===== src/rtl/output_buffer.sv =====
// Per-port router output buffer: queues whole packets in a small FIFO and serializes them MSB-first onto a narrow link.
// Optional statistics counters are enabled with the OUTPUT_BUFFER_STATS_EN macro.
module output_buffer #(
    parameter int DEPTH  = 4,
    parameter int PKT_W  = 32,
    parameter int LINK_W = 8
) (
    input  logic              clock,
    input  logic              reset,
    input  logic [PKT_W-1:0]  pkt_in,
    input  logic              pkt_in_avail,
    output logic              ob_ready_to_recv,
    output logic              put_outbound,
    output logic [LINK_W-1:0] payload_outbound,
    output logic              sop_outbound,
    output logic              eop_outbound,
    input  logic              free_outbound
`ifdef OUTPUT_BUFFER_STATS_EN
    ,
    output logic [15:0]       pkt_sent_count,
    output logic [15:0]       stall_cycles
`endif
);

    localparam int BEATS = PKT_W / LINK_W;
    localparam int AW    = $clog2(DEPTH);
    localparam int CW    = AW + 1;
    localparam int BW    = (BEATS > 1) ? $clog2(BEATS) : 1;

    typedef enum logic [0:0] {IDLE, SEND} state_t;

    state_t            state, state_nxt;
    logic [PKT_W-1:0]  mem [DEPTH];
    logic [AW-1:0]     wptr, rptr;
    logic [CW-1:0]     count;
    logic [PKT_W-1:0]  shreg;
    logic [BW-1:0]     beat;
    logic              push, pop, shift, last_beat;

    assign ob_ready_to_recv = (count < CW'(DEPTH));
    assign push             = pkt_in_avail && ob_ready_to_recv;
    assign last_beat        = (beat == BW'(BEATS - 1));

    assign put_outbound     = (state == SEND);
    assign payload_outbound = put_outbound ? shreg[PKT_W-1 -: LINK_W] : '0;
    assign sop_outbound     = put_outbound && (beat == '0);
    assign eop_outbound     = put_outbound && last_beat;

    always_comb begin
        state_nxt = state;
        pop       = 1'b0;
        shift     = 1'b0;
        case (state)
            IDLE: begin
                if (count != '0) begin
                    pop       = 1'b1;
                    state_nxt = SEND;
                end
            end
            SEND: begin
                if (free_outbound) begin
                    if (!last_beat) begin
                        shift = 1'b1;
                    end else if (count != '0) begin
                        // next packet follows with no idle cycle on the link
                        pop = 1'b1;
                    end else begin
                        state_nxt = IDLE;
                    end
                end
            end
            default: state_nxt = IDLE;
        endcase
    end

    always_ff @(posedge clock) begin
        if (reset) begin
            state <= IDLE;
            wptr  <= '0;
            rptr  <= '0;
            count <= '0;
            beat  <= '0;
            shreg <= '0;
        end else begin
            state <= state_nxt;
            if (push) wptr <= wptr + AW'(1);
            if (pop)  rptr <= rptr + AW'(1);
            count <= count + CW'(push) - CW'(pop);
            if (pop) begin
                shreg <= mem[rptr];
                beat  <= '0;
            end else if (shift) begin
                shreg <= shreg << LINK_W;
                beat  <= beat + BW'(1);
            end
        end
    end

    // Packet storage needs no reset; pointers and count define validity.
    always_ff @(posedge clock) begin
        if (push) mem[wptr] <= pkt_in;
    end

`ifdef OUTPUT_BUFFER_STATS_EN
    function automatic logic [15:0] sat_inc(input logic [15:0] v);
        return (v == 16'hFFFF) ? v : v + 16'd1;
    endfunction

    always_ff @(posedge clock) begin
        if (reset) begin
            pkt_sent_count <= '0;
            stall_cycles   <= '0;
        end else begin
            if (put_outbound && free_outbound && eop_outbound)
                pkt_sent_count <= sat_inc(pkt_sent_count);
            if (put_outbound && !free_outbound)
                stall_cycles <= sat_inc(stall_cycles);
        end
    end
`endif

endmodule


===== config.mk =====
export PLATFORM = sky130hd
export DESIGN_NAME = output_buffer
export DESIGN_NICKNAME = d
export VERILOG_FILES = /design/src/rtl/output_buffer.sv
export SDC_FILE = /design/constraint.sdc
export NUM_CORES = 1
export LEC_CHECK = 0
export ABC_AREA = 1
export BUFFER_PORTS_ARGS = -buffer_cell sky130_fd_sc_hd__buf_2
export CORE_MARGIN = 1.5
export CORE_UTILIZATION = 60
export CTS_CLUSTER_DIAMETER = 200
export DETAILED_ROUTE_END_ITERATION = 16
export MAX_ROUTING_LAYER = met4
export PLACE_DENSITY = 0.76
export SYNTH_ARGS = -nofsm -noshare
export SYNTH_HDL_FRONTEND = slang
export SYNTH_SLANG_ARGS = --single-unit

===== constraint.sdc =====
create_clock -name clock -period 2.74 [get_ports clock]
set_input_delay 0.274 -clock clock [delete_from_list [all_inputs] [get_ports clock]]
set_output_delay 0.274 -clock clock [all_outputs]
set_load 0.02 [all_outputs]

== Word-level counts from Yosys, hierarchy flattened ==
Memories as Yosys holds them, arrays and structs flattened. A register that Yosys moved wholly into a read port is not among the register bits.
Cells that the tools add are included.
W data, S select, Z words.

* Logic and storage cells: 39
* Bits of input ports: 36
* Flip-flop bits (word level): 42
* Memory bits (writable): 128
* Output and inout port bits: 12
* Memories kept: 1

{| class="wikitable"
|+ Memory list
! name !! depth !! width !! rd ports !! clocked after memory_dff !! write ports !! RTL line !! RTL
|-
| mem || 4 || 32 || 1 || 1 || 1 || 33 || <nowiki>logic [PKT_W-1:0] mem [DEPTH];</nowiki>
|}

* Bitwise gates (word level): 1
* Equal/unequal tests: 1
* Muxes and demuxes: 17
* Reductions and logical operators: 7
* $lt $le $gt $ge: 1
* $add $sub $neg: 5

{| class="wikitable"
|+ Operator list
! cell !! number
|-
| $mux W32 || 2
|-
| $mux W1 || 10
|-
| $mux W8 || 1
|-
| $add A2 B1 Y2 const B || 3
|-
| $mux W2 || 2
|-
| $pmux W1 S2 || 2
|-
| $add A3 B1 Y3 || 1
|-
| $logic_and A1 B1 Y1 || 3
|-
| $lt A3 B3 Y1 const B || 1
|-
| $reduce_bool A3 Y1 || 1
|-
| $sub A3 B1 Y3 || 1
|-
| $eq A2 B2 Y1 const B || 1
|-
| $logic_not A2 Y1 || 1
|-
| $reduce_bool A2 Y1 || 1
|-
| $reduce_or A2 Y1 || 1
|-
| $not A1 Y1 || 1
|}

== Depth between registers and ports, before layout ==
* Word-level depth: 7
* Depth in mapped cells: 12

== Worst setup path after synthesis ==
OpenSTA, ideal clock, no wires.

* Path kind: register to register
* From: register count[2]
* To: memory mem[0][0], enable pin
* Data arrival time: 2008 ps
* Slack: 311 ps
* Cell stages (with the launch flop): 4
* Required time: 2319 ps
* Clock period less this slack: 2429 ps
* Path through: dfxtp_1 > inv_2 > nand2_1 > nor2_1

* Longest elaborated chain between the ends: 4

{| class="wikitable"
|+ Ends and longest elaborated chain
! element !! RTL line !! RTL
|-
| start: declaration || 35 || <nowiki>logic [CW-1:0] count;</nowiki>
|-
| start signal: assignment || 88 || <nowiki>count <= count + CW'(push) - CW'(pop);</nowiki>
|-
| $lt A3 B3 Y1 || 40 || <nowiki>assign ob_ready_to_recv = (count < CW'(DEPTH));</nowiki>
|-
| named net ob_ready_to_recv || 12 || <nowiki>output logic ob_ready_to_recv,</nowiki>
|-
| $logic_and A1 B1 Y1 || 41 || <nowiki>assign push = pkt_in_avail && ob_ready_to_recv;</nowiki>
|-
| $mux W1 || 101 || <nowiki>if (push) mem[wptr] <= pkt_in;</nowiki>
|-
| $mux W1 (not written as such) || 101 ||
|-
| end: declaration || 33 ||
|}

The timed path passes the listed nets, and every way through them passes these cells.

== Worst setup path in the final report ==
* From: register beat[0]
* To: register count[2]

* Longest elaborated chain between the ends: 5

{| class="wikitable"
|+ Ends and longest elaborated chain
! element !! RTL line !! RTL
|-
| start: declaration || 37 || <nowiki>logic [BW-1:0] beat;</nowiki>
|-
| start signal: assignment || 94 || <nowiki>beat <= beat + BW'(1);</nowiki>
|-
| $eq A2 B2 Y1 || 42 || <nowiki>assign last_beat = (beat == BW'(BEATS - 1));</nowiki>
|-
| $mux W1 || 62 || <nowiki>if (!last_beat) begin</nowiki>
|-
| $mux W1 || 61 || <nowiki>if (free_outbound) begin</nowiki>
|-
| $pmux W1 S2 || 53 || <nowiki>case (state)</nowiki>
|-
| $sub A3 B1 Y3 || 88 ||
|}

Every way passes these cells.
A chain may end at the register's enable or synchronous reset.

==> results.yml <==
run_status:
  status: "finished clean"
worst_setup_path:
  end_kind: "flop"
  r2r-end: "count[2]"
  path_class: "reg -> reg"
  path_max_fanout: 3
  cp_slowest_cell: "fa_1"
  path_delay_family: "adder cells"
  crit_required_ns: 3.06
  worst-path-buf-inv: 1
  reg2reg_depth: 11
  crit_path_start_kind: "flop"
  r2r_setup_slack_ns: 0.71
  rr_startpoint: "beat[0]"
  critPathMaxStageDelay_ns: 0.37
  cp.arrival_ns: 2.35
  crit_path_cell_trace: "ha_1 -> nand2_1 -> nand2_1 -> nand2_2 -> xor2_1 -> ha_1 -> inv_1 -> fa_1 -> xor2_1 -> o21ai_0 -> a21oi_1"
sta:
  setup_tns_ns: 0
  period_share_pct: 74.18
  drv_slew: 0
  rsz0062_at_grt: "no"
  fin_skew_ns: 0.004886
  slew_headroom_pct: 41.89
  fmax_ghz: 0.4920
  worst_slew_pin_slew_ns: 0.8705
  finalHoldViolCount: 0
  min_period_ns: 2.032
  finalSetupViolations: 0
die:
  design.core.area_um2: 11560
  dieHeight_um: 112.8
  pin_count: 48
  die_area_um2: 12720
  die_w_um: 112.8
  initial_core_util_pct: 62.52
  fp-row-count: 39
power:
  p_comb_share_pct: 29.5
  swShare_pct: 33.45
  power_frac_clock_pct: 29.2
  intPower_w: 0.005561
  peakVddDrop_v: 0.0005194
  p_leak_nw: 3.511
  power_frac_seq_pct: 41.2
  finalPower_w: 0.008357
  power_switching_w: 0.002796
  power.density_nw_per_um2: 1027
cts:
  clk_pin_slew_ns: 0.06
  cts_sinks: 172
  cts_buffers: 17
  post-cts-setup-buffer-count: 0
  cts_root_buf: "clkbuf_16"
  ctsHoldBuffers: 0
  cts_tree: "built"
  clock_latency_ns: 0.43
  cts_max_level: 4
  clock_path_buffers: 2
  cts_resized: 0
job:
  drv_cap: 0
synthesis:
  yosys.cell_types.count: 22
  yosysSeqAreaShare_pct: 65.34
  synth.top_cell.area_share_pct: 53.16
  synth-seq-cells: 172
  ys.flop_type: "edfxtp_1"
  yosysWarningCount: 0
  netlist_top_cells_count: "nand2_1, edfxtp_1, inv_1"
  yosysMostFrequentCell: "nand2_1"
  syn_avg_cell_area_um2: 9.851
  synth_fp_nets: 778
  async_flop_share_pct: 0
  synth-edff-count: 128
  synth_area_leaders: "edfxtp_1, dfxtp_1, nand2_1"
  synthCells: 734
  yosys.area.top_type: "edfxtp_1"
  syn-cell-area_um2: 7231
detailed_routing:
  post-route-drc-count: 0
  routed_wl_mm: 14.17
  wl_per_cell_um: 15.25
  drtPass1Iterations: 4
  vias: 4968
  drtAntennaViolNets: 0
  first_iter_violations: 366
  viasPerCell: 5.348
placed_design:
  dpl.hpwl_mm: 8.203
  io_buffers: 47
  gp_congestion: 0.8118
grt:
  antenna_found_initial: 0
  grt_pass1_wl_mm: 23.04
  grt_max_degree: 81
  grt_usage_pct: 24.62
  grt-ovfl-total: 0
  first_global_vias: 4877
layout:
  area_delta_synth_final_pct: 12.53
  antennaDiodeCount: 0
  layout-drive-gt1-share_pct: 12.47
  fin_nets: 817
  fill_cells: 825
hold_path:
  hold_start: "pkt_in[26]"
  hold-path-cell-count: 1
  holdPathEnd: "mem[2][26]"
  hp-class: "in -> reg"
-- registers in the layout, summed over array words and instances, names as in the netlist, named ones only --
name,cells
count,3
wptr,2
beat,2
shreg,32
put_outbound,1
rptr,2
mem,128
-- logic make-up after synthesis --
| kind of cell | count (synthesis) | synth area share [%] |
|---|---|---|
| buf+inv | 130 | 7.648 |
| flops | 172 | 65.34 |
| fa+ha+maj | 8 | 1.488 |
| xor+xnor | 3 | 0.3635 |
| simple gates | 358 | 20.51 |
| compound gates | 63 | 4.655 |
-- worst max-delay path by stage --
stage | start | endpoint | slack [ns] | cells after the start
floorplan | count[2] | mem[0][0] | 0.31 | 3
global placement | beat[0] | count[2] | 0.78 | 11
detailed placement | beat[0] | count[2] | 0.72 | 11
CTS | beat[0] | count[2] | 0.71 | 11
global route | beat[0] | count[2] | 0.58 | 11
finish | beat[0] | count[2] | 0.71 | 11
-- layout make-up --
type                            count  area, um^2  share of cell area, %
Clock buffer                       18       429.2                  5.274
Clock inverter                     14       176.4                  2.168
Inverter                           92       345.3                  4.244
Multi-Input combinational cell    432        1963                  24.13
Tap cell                          143       178.9                  2.199
Timing Repair Buffer               58       317.8                  3.906
Sequential cell                   172        4726                  58.08
-- cell usage in the layout, fill, tap and decap left out, drive strengths merged --
cell type	netlist	final
inv	92	92
bufinv	0	4
ha	7	7
buf	33	58
clkinvlp	0	2
nand3	57	57
fa	1	1
a31oi	1	1
nand3b	16	16
clkinv	0	8
o21ai	20	20
xor2	3	3
nor2	71	71
dfxtp	44	44
o211ai	8	8
nand2	214	214
a21oi	34	34
clkbuf	5	18
edfxtp	128	128
-- routing by layer --
layer | share of wire (%) | GRT usage (%) | vias to the layer above | wire length (um)
met5 | 0 | - | - | 0
met3 | 5.1 | 4.928 | 29 | 718
met4 | 2.2 | 11.48 | 0 | 312
met2 | 48 | 38.74 | 137 | 6833
li1 | - | - | 2455 | -
met1 | 44 | 31.13 | 2347 | 6303
-- power by group through the flow --
| stage | Combinational, W | Sequential (W) | Clock [W] |
|---|---|---|---|
| floorplan | 0.00193 | 0.00345 | 0 |
| global placement | 0.00238 | 0.00347 | 0 |
| detailed placement | 0.00244 | 0.00349 | 0 |
| CTS | 0.00247 | 0.00344 | 0.00247 |
| global route | 0.00278 | 0.00348 | 0.00257 |
| finish | 0.00247 | 0.00345 | 0.00244 |
-- per-stage QoR --
step	utilization, %	area [um^2]	hold WS [ns]	setup slack, ns	cells
2_1_floorplan	-	7231	0.3729	0.3107	734
3_3_place_gp	65.12	7531	0.4595	0.7806	897
3_5_place_dp	65.12	7531	0.4725	0.7212	897
4_1_cts	70.36	8137	0.04248	0.7053	929
5_1_grt	70.36	8137	0.05196	0.5843	929
6_report	70.36	8137	0.05816	0.7076	929
(Power assumes the default switching activity.)
